`src/rtl/rsff_cmd_arbiter.sv`:
```
// ---------------------------------------------------------------------------
// rsff_cmd_arbiter
//
// Purpose:
//   Lets N_REQ requesters share one external RS flip-flop. Each requester asks
//   for Q=1 (set) or Q=0 (clr). A round-robin arbiter grants one command at a
//   time. An FSM then drives S or R for PULSE_CYC cycles, holds R=S=0 for
//   SETTLE_CYC cycles and acknowledges the granted requester with a one-cycle
//   strobe. R and S come from a single registered command decode, so R=S=1
//   can never be produced.
//
// Ports:
//   clk          rising-edge clock
//   rst          synchronous reset, active-high
//   set_req      per-requester "drive Q to 1" request
//   clr_req      per-requester "drive Q to 0" request
//   q_in         Q fed back from the shared RS flip-flop
//   R, S         registered reset/set drives to the RS flip-flop
//   ack          one-hot, one-cycle completion strobe to the granted requester
//   grant_id     index of the current/last granted requester
//   busy         high whenever the FSM is not in IDLE
//   err          one-cycle strobe: request conflict seen in IDLE, or Q did
//                not reach the commanded value by the ACK cycle
//   dbg_state_o  current FSM state (IDLE=0, DRIVE=1, SETTLE=2, ACK=3)
//   dbg_rr_ptr_o current round-robin search start index
//
// Handshake:
//   A request is valid while exactly one of set_req[i]/clr_req[i] is high.
//   The requester holds it until it sees ack[i] and drops it the cycle after.
//   Once granted, the command is latched; later changes to the request lines
//   do not affect it and ack is always issued (unless rst intervenes).
// ---------------------------------------------------------------------------
module rsff_cmd_arbiter #(
  parameter int N_REQ      = 4,
  parameter int PULSE_CYC  = 2,
  parameter int SETTLE_CYC = 1,
  localparam int GW        = ($clog2(N_REQ) < 1) ? 1 : $clog2(N_REQ)
) (
  input  logic             clk,
  input  logic             rst,
  input  logic [N_REQ-1:0] set_req,
  input  logic [N_REQ-1:0] clr_req,
  input  logic             q_in,
  output logic             R,
  output logic             S,
  output logic [N_REQ-1:0] ack,
  output logic [GW-1:0]    grant_id,
  output logic             busy,
  output logic             err,
  output logic [1:0]       dbg_state_o,
  output logic [GW-1:0]    dbg_rr_ptr_o
);

  typedef enum logic [1:0] {
    ST_IDLE   = 2'd0,
    ST_DRIVE  = 2'd1,
    ST_SETTLE = 2'd2,
    ST_ACK    = 2'd3
  } state_t;

  // Terminal counts for the DRIVE and SETTLE phases. The counter runs
  // 0 .. N-1 inside each phase and is cleared on every phase change.
  localparam logic [7:0] PULSE_LAST  = 8'(PULSE_CYC - 1);
  localparam logic [7:0] SETTLE_LAST = 8'((SETTLE_CYC > 0) ? (SETTLE_CYC - 1) : 0);

  // ---------------------------------------------------------------------
  // State
  // ---------------------------------------------------------------------
  state_t           state_q, state_d;
  logic [7:0]       cnt_q, cnt_d;
  logic [GW-1:0]    grant_q, grant_d;
  logic             cmd_q, cmd_d;      // 1 = set, 0 = clr
  logic [GW-1:0]    rr_q, rr_d;
  logic             mask_q, mask_d;    // mask grant_q for one IDLE cycle

  logic             r_q, r_d;
  logic             s_q, s_d;
  logic [N_REQ-1:0] ack_q, ack_d;
  logic             busy_q, busy_d;
  logic             err_q, err_d;

  // ---------------------------------------------------------------------
  // Request qualification and round-robin pick
  // ---------------------------------------------------------------------
  logic [N_REQ-1:0] valid_req;
  logic             conflict;
  logic             pick_found;
  logic [GW-1:0]    pick_idx;
  logic             pick_cmd;
  logic [GW:0]      sum;
  logic [GW-1:0]    idx;

  assign valid_req = set_req ^ clr_req;
  assign conflict  = |(set_req & clr_req);

  // Scan upward from rr_q with wrap-around; the first valid, unmasked
  // requester wins. sum is one bit wider so rr_q + k cannot overflow.
  always_comb begin
    pick_found = 1'b0;
    pick_idx   = '0;
    pick_cmd   = 1'b0;
    sum        = '0;
    idx        = '0;
    for (int k = 0; k < N_REQ; k++) begin
      sum = {1'b0, rr_q} + (GW+1)'(k);
      if (sum >= (GW+1)'(N_REQ)) begin
        sum = sum - (GW+1)'(N_REQ);
      end
      idx = sum[GW-1:0];
      if (!pick_found && valid_req[idx] && !(mask_q && (idx == grant_q))) begin
        pick_found = 1'b1;
        pick_idx   = idx;
        pick_cmd   = set_req[idx];
      end
    end
  end

  // ---------------------------------------------------------------------
  // FSM: state register
  // ---------------------------------------------------------------------
  always_ff @(posedge clk) begin
    if (rst) begin
      state_q <= ST_IDLE;
      cnt_q   <= '0;
      grant_q <= '0;
      cmd_q   <= 1'b0;
      rr_q    <= '0;
      mask_q  <= 1'b0;
      r_q     <= 1'b0;
      s_q     <= 1'b0;
      ack_q   <= '0;
      busy_q  <= 1'b0;
      err_q   <= 1'b0;
    end else begin
      state_q <= state_d;
      cnt_q   <= cnt_d;
      grant_q <= grant_d;
      cmd_q   <= cmd_d;
      rr_q    <= rr_d;
      mask_q  <= mask_d;
      r_q     <= r_d;
      s_q     <= s_d;
      ack_q   <= ack_d;
      busy_q  <= busy_d;
      err_q   <= err_d;
    end
  end

  // ---------------------------------------------------------------------
  // FSM: next-state logic
  // ---------------------------------------------------------------------
  always_comb begin
    state_d = state_q;
    cnt_d   = cnt_q;
    grant_d = grant_q;
    cmd_d   = cmd_q;
    rr_d    = rr_q;
    mask_d  = 1'b0;
    unique case (state_q)
      ST_IDLE: begin
        if (pick_found) begin
          grant_d = pick_idx;
          cmd_d   = pick_cmd;
          cnt_d   = '0;
          // Q already holds the requested value: skip the pulse entirely.
          if (pick_cmd == q_in) begin
            state_d = ST_ACK;
          end else begin
            state_d = ST_DRIVE;
          end
        end
      end
      ST_DRIVE: begin
        if (cnt_q == PULSE_LAST) begin
          cnt_d   = '0;
          state_d = (SETTLE_CYC == 0) ? ST_ACK : ST_SETTLE;
        end else begin
          cnt_d = cnt_q + 8'd1;
        end
      end
      ST_SETTLE: begin
        if (cnt_q == SETTLE_LAST) begin
          cnt_d   = '0;
          state_d = ST_ACK;
        end else begin
          cnt_d = cnt_q + 8'd1;
        end
      end
      ST_ACK: begin
        state_d = ST_IDLE;
        rr_d    = (grant_q == GW'(N_REQ - 1)) ? '0 : grant_q + GW'(1);
        // The requester just acked still holds its request this cycle;
        // hide it for one IDLE cycle so it is not granted again.
        mask_d  = 1'b1;
      end
      default: begin
        state_d = ST_IDLE;
      end
    endcase
  end

  // ---------------------------------------------------------------------
  // FSM: output logic (decoded from next state so outputs are registered
  // and line up with the state they describe)
  // ---------------------------------------------------------------------
  always_comb begin
    s_d    = (state_d == ST_DRIVE) &&  cmd_d;
    r_d    = (state_d == ST_DRIVE) && !cmd_d;
    busy_d = (state_d != ST_IDLE);
    ack_d  = '0;
    if (state_d == ST_ACK) begin
      ack_d[grant_d] = 1'b1;
    end
    // Conflict strobe while idle, or Q mismatch checked on entry to ACK
    // (q_in sampled in the cycle before ACK, reported together with ack).
    err_d = ((state_q == ST_IDLE) && conflict) ||
            ((state_d == ST_ACK) && (q_in != cmd_d));
  end

  assign R            = r_q;
  assign S            = s_q;
  assign ack          = ack_q;
  assign grant_id     = grant_q;
  assign busy         = busy_q;
  assign err          = err_q;
  assign dbg_state_o  = state_q;
  assign dbg_rr_ptr_o = rr_q;

endmodule

```
`config.mk`:
```
export PLATFORM = sky130hd
export DESIGN_NAME = rsff_cmd_arbiter
export DESIGN_NICKNAME = d
export VERILOG_FILES = /design/src/rtl/rsff_cmd_arbiter.sv
export SDC_FILE = /design/constraint.sdc
export NUM_CORES = 1
export LEC_CHECK = 0
export BUFFER_PORTS_ARGS = -buffer_cell sky130_fd_sc_hd__buf_4
export CAP_MARGIN = 30
export CORE_MARGIN = 3
export CORE_UTILIZATION = 60
export DETAILED_ROUTE_END_ITERATION = 8
export GPL_ROUTABILITY_DRIVEN = 0
export PLACE_DENSITY = 0.92
export SYNTH_ARGS = -nofsm -noshare
export SYNTH_HDL_FRONTEND = slang
export SYNTH_SLANG_ARGS = --single-unit
```
`constraint.sdc`:
```
create_clock -name clk -period 3.49 [get_ports clk]
set_clock_uncertainty 0.1 [all_clocks]
set_input_delay 0 -clock clk [delete_from_list [all_inputs] [get_ports clk]]
set_output_delay 0 -clock clk [all_outputs]
set_load 0.01 [all_outputs]
```
After elaboration in Yosys (flattened, before gate mapping)
Cells that the tools add are included. W data, S select, Z words.

Register bits after elaboration: 24. Bits of input ports: 11. Output and inout port bits: 14. Word-level logic and storage cells: 128.

Add/subtract/negate cells: 9. Magnitude comparators: 10. Equal/unequal tests: 14. Multiplexer cells: 49. Bitwise gates (word level): 3. Reduce and logical (&&, ||, !) cells: 32.

Operator list (number): $mux W2 (15); $mux W8 (3); $pmux W8 S3 (1); $mux W1 (20); $bmux W1 S2 (8); $logic_and A1 B1 Y1 (16); $lt A2 B3 Y1 const B (5); $ge A3 B3 Y1 const B (3); $add A8 B1 Y8 const B (1); $eq A2 B2 Y1 (4); $eq A2 B2 Y1 const B (4); $eq A8 B1 Y1 const B (1); $logic_not A1 Y1 (8); $logic_not A8 Y1 (1); $pmux W2 S4 (1); $sub A2 B1 Y2 const B (4); $add A2 B2 Y3 const B (2); $and A4 B4 Y4 (1); $eq A2 B1 Y1 const B (2); $reduce_or A4 Y1 (1); $xor A4 B4 Y4 (1); $add A2 B1 Y3 const B (1); $ge A2 B3 Y1 const B (1); $reduce_bool A3 Y1 (1); 12 further kinds (12).

Depth between registers and ports, before layout
Depth in word-level cells: 26. Depth in mapped cells: 11.

Least setup slack after synthesis
No wires, ideal clock.

Path kind: register to register. Start: register rr_q[0] (netlist: dbg_rr_ptr_o[0]). End: register ack_q[3] (netlist: ack[3]). Setup time: 0.092 ns. Data arrival time: 2.300 ns. Data required time: 3.298 ns. Setup slack: 0.998 ns. Stages on the path, launching flop included: 10. Path buffers: 1. Clock period less this slack: 2.492 ns. Path through: dfxtp_1 buf_6 mux4_2 o31a_1 a221oi_2 nand4_1 a31oi_2 xnor2_1 o21bai_4 nor4_1.

Word-level cells in the longest chain between the ends: 26. Elaborated cells on any way between the ends: 79. Those cells by class: 7 x add/sub; 6 x order compare; 6 x eq/ne; 39 x mux; 1 x bitwise; 20 x reduce/logical.

Ends and longest elaborated chain: start, declared (RTL line 73) `logic [GW-1:0] rr_q, rr_d;`; start signal, assigned (RTL line 139) `rr_q <= rr_d;`; parallel branches: the longest is 26 deep, another holds $add A2 B1 Y3; end signal, assigned (RTL line 143) `ack_q <= ack_d;`; end, declared (RTL line 78) `logic [N_REQ-1:0] ack_q, ack_d;`.

Parallel ways; which one is timed is not known. The select of a mux whose other input is x is not followed. A chain may end at the register's enable or synchronous reset.

Worst setup path in the final report
Start: register rr_q[1] (netlist: dbg_rr_ptr_o[1]). End: register ack_q[1] (netlist: ack[1]).

Same word-level chain as after synthesis.

==> flow_metrics.py <==
metrics = {
    "min_path": {
        "whs_path_depth": 4,
        "holdPathEnd": "err",
        "worstHoldPathType": "in2reg",
        "min_from": "clr_req[0]",
    },
    "timing": {
        "final.period_utilization_pct": 88.57,
        "fin_crit_ns": 3.091,
        "holdWs_ns": 0.1035,
        "finalHoldViolCount": 0,
        "fmax_ghz": 0.3235,
        "rsz0062_at_grt": "no",
        "tns_ns": 0,
        "slew_headroom_pct": 53.08,
        "setup_viol": 0,
        "drv_slew": 0,
        "tightest_slew_ns": 0.7029,
        "fin_ws_ns": 0.3989,
    },
    "final_layout": {
        "layout-drive-gt1-share_pct": 23.01,
        "nNetsFinal": 251,
        "fillCellCount": 214,
        "final_core_util_pct": 73.38,
        "final-seq-area_um2": 480.5,
        "multi_input_area_mm2": 0.001299,
        "area_growth_pct": 11.72,
        "antenna_cells": 0,
    },
    "worst_setup_path": {
        "crit_path_start_kind": "register",
        "slowest_stage": "dfxtp_1",
        "max_stage_delay_ns": 0.66,
        "path_cells": "buf_4, mux4_2, o41a_1, o311a_1, nand4_1, o311ai_0, o31ai_2, nor4bb_1",
        "crit_family": "compound AO/OA/AOI/OAI gates",
        "worstPathRequired_ns": 3.60,
        "regToRegSetupSlack_ns": 0.40,
        "r2r_cells": 8,
        "end_kind": "register",
        "critPathKind": "reg2reg",
        "cp.arrival_ns": 3.21,
        "rr_endpoint": "ack[1]",
        "worstPathMaxFanout": 17,
        "cp_num_buf_inv": 1,
        "r2r_start": "dbg_rr_ptr_o[1]",
    },
    "synth": {
        "ys_top_cells_by_area": "dfxtp_1 (25%), ha_1 (7.9%), mux4_2 (6.0%)",
        "ys_ff_latch": 24,
        "synth_nets": 229,
        "ys_types": 59,
        "synth_area_mm2": 0.001889,
        "synthArstFlopShare_pct": 0,
        "synth_edf_count": 0,
        "ys_seq_area_share_pct": 25.43,
        "ys.flop_type": "dfxtp_1",
        "yosysWarnings": 0,
        "avgSynthCellArea_um2": 9.171,
        "synth_top_area_share_pct": 25.43,
        "ys_top_cells_by_count": "dfxtp_1 (24), nor2_1 (24), ha_1 (12)",
        "syn-instance-count": 206,
        "yosysTopAreaCell": "dfxtp_1",
    },
    "drt": {
        "routedWlPerCell_um": 14.59,
        "drc_errors": 0,
        "wl_met2_mm": 1.788,
        "highest_layer": "met4",
        "vias_per_cell": 6.015,
        "dr_wl_met3_um": 211,
        "drt_wl_total_mm": 3.909,
        "ant_nets": 0,
        "wl_met1_mm": 1.902,
        "firstDrtPassIters": 4,
        "drtIter0Drc": 122,
        "vias": 1612,
    },
    "global_route": {
        "grtUsageTotal_pct": 20.82,
        "grt_start_max_net_pins": 18,
        "grt_pass1_vias": 1488,
        "antenna_found_initial": 0,
        "grt_overflow": 0,
        "grt_pass1_wl_mm": 6.865,
    },
    "place": {
        "hpwl_mm": 2.857,
        "dp_slack_ns": 0.4303,
        "port_buffers": 24,
    },
    "clocking": {
        "cts_sinks": 24,
        "clk_pin_slew_ns": 0.12,
        "clk_path_buf_depth": 2,
        "holdBufCountCts": 2,
        "cts_tree": "done",
        "worstSkewPairLatency_ns": 0.30,
        "clockRootBuffer": "clkbuf_4",
        "cts_buffers": 3,
        "cts_htree_levels": 1,
        "post-cts-setup-buffers": 0,
        "cts_resized": 0,
    },
    "power": {
        "total_power_mw": 1.431,
        "vdd_drop_max_v": 0.0005746,
        "p_leak_nw": 0.8216,
        "power.density_mw_per_mm2": 678.0,
    },
    "die": {
        "die_area_mm2": 0.003858,
        "dieHeight_um": 62.12,
        "start_util_pct": 65.68,
        "die_x_um": 62.12,
        "num_rows": 19,
        "coreArea_mm2": 0.002877,
        "io_pins": 25,
    },
    "job": {
        "drv_cap": 0,
    },
    "run_status": {
        "status": "finished, final reports clean",
    },
}
layer usage:
layer	up-vias	GRT usage (%)
met5	-	0
met1	768	30.96
met3	2	3.604
li1	798	-
met4	0	1.381
met2	44	33.06
worst reg2reg max path, cell delays in order (launching register included):
cell	delay, ns
dfxtp_1	0.66
buf_4	0.31
mux4_2	0.55
o41a_1	0.13
o311a_1	0.17
nand4_1	0.10
o311ai_0	0.21
o31ai_2	0.44
nor4bb_1	0.33
registers in the layout, indices dropped and copies added, names as in the netlist, 2 cells and up:
name	count
cnt_q	8
grant_id	2
dbg_rr_ptr_o	2
ack	4
dbg_state_o	2
stage by stage:
step           cells  instance area [um^2]
5_1_grt          268                  2111
6_report         268                  2111
3_3_place_gp     263                  2068
2_1_floorplan    206                  1889
3_5_place_dp     263                  2068
4_1_cts          268                  2111
power by group:
| group | internal, mW | total, mW | switching [mW] |
|---|---|---|---|
| clock | 0.0403 | 0.114 | 0.0739 |
| combinational | 0.399 | 0.880 | 0.481 |
| sequential | 0.340 | 0.437 | 0.0970 |
cell type report:
class	count	area share, %
sequential	24	22.76
timing repair buffer	28	10.20
clock buffer	3	1.067
multi-input combinational	160	61.53
inverter	11	1.956
tap	42	2.490
how the worst max path moves through the flow:
| stage | from | cells past startpoint | slack, ns | endpoint |
|---|---|---|---|---|
| after floorplan | dbg_rr_ptr_o[0] | 9 | 1.0 | ack[3] |
| after global placement | dbg_rr_ptr_o[1] | 8 | 0.48 | ack[1] |
| after detailed placement | dbg_rr_ptr_o[0] | 9 | 0.43 | cnt_q[7] |
| after CTS | dbg_rr_ptr_o[0] | 9 | 0.40 | cnt_q[7] |
| after global routing | dbg_rr_ptr_o[0] | 9 | 0.15 | cnt_q[5] |
| final | dbg_rr_ptr_o[1] | 8 | 0.40 | ack[1] |
cell families after synthesis:
family          synth area share (%)
buf+inv                        5.828
fa+ha+maj                      7.947
compound gates                 20.20
xor+xnor                       5.961
flops                          25.43
mux                            13.51
simple gates                   21.13
placed cells by master, fill, tap and decap left out, types with 2 or more instances in the layout:
master         synthesis  final
nor3_1                 6      6
nand3_1                4      4
a21o_1                 3      3
or4_1                  2      2
nor4_1                 3      3
o21a_1                 3      3
buf_4                  2     26
ha_1                  12     12
inv_1                 11     11
o22ai_1                2      2
nor2b_1                5      5
dfxtp_1               24     24
nor2_1                24     24
clkbuf_4               0      3
mux2_2                 6      6
a21oi_1                8      8
xor2_1                 9      9
xnor2_1                2      2
o21ai_0                3      3
dlygate4sd3_1          0      2
nand2_1                9      9
and2_1                 2      2
nand3b_1               3      3
mux2i_1                6      6
nand4_1                5      5
and3_1                 3      3
nand2b_1               6      6
mux4_2                 5      5
Power figures use the tool's default switching activity.
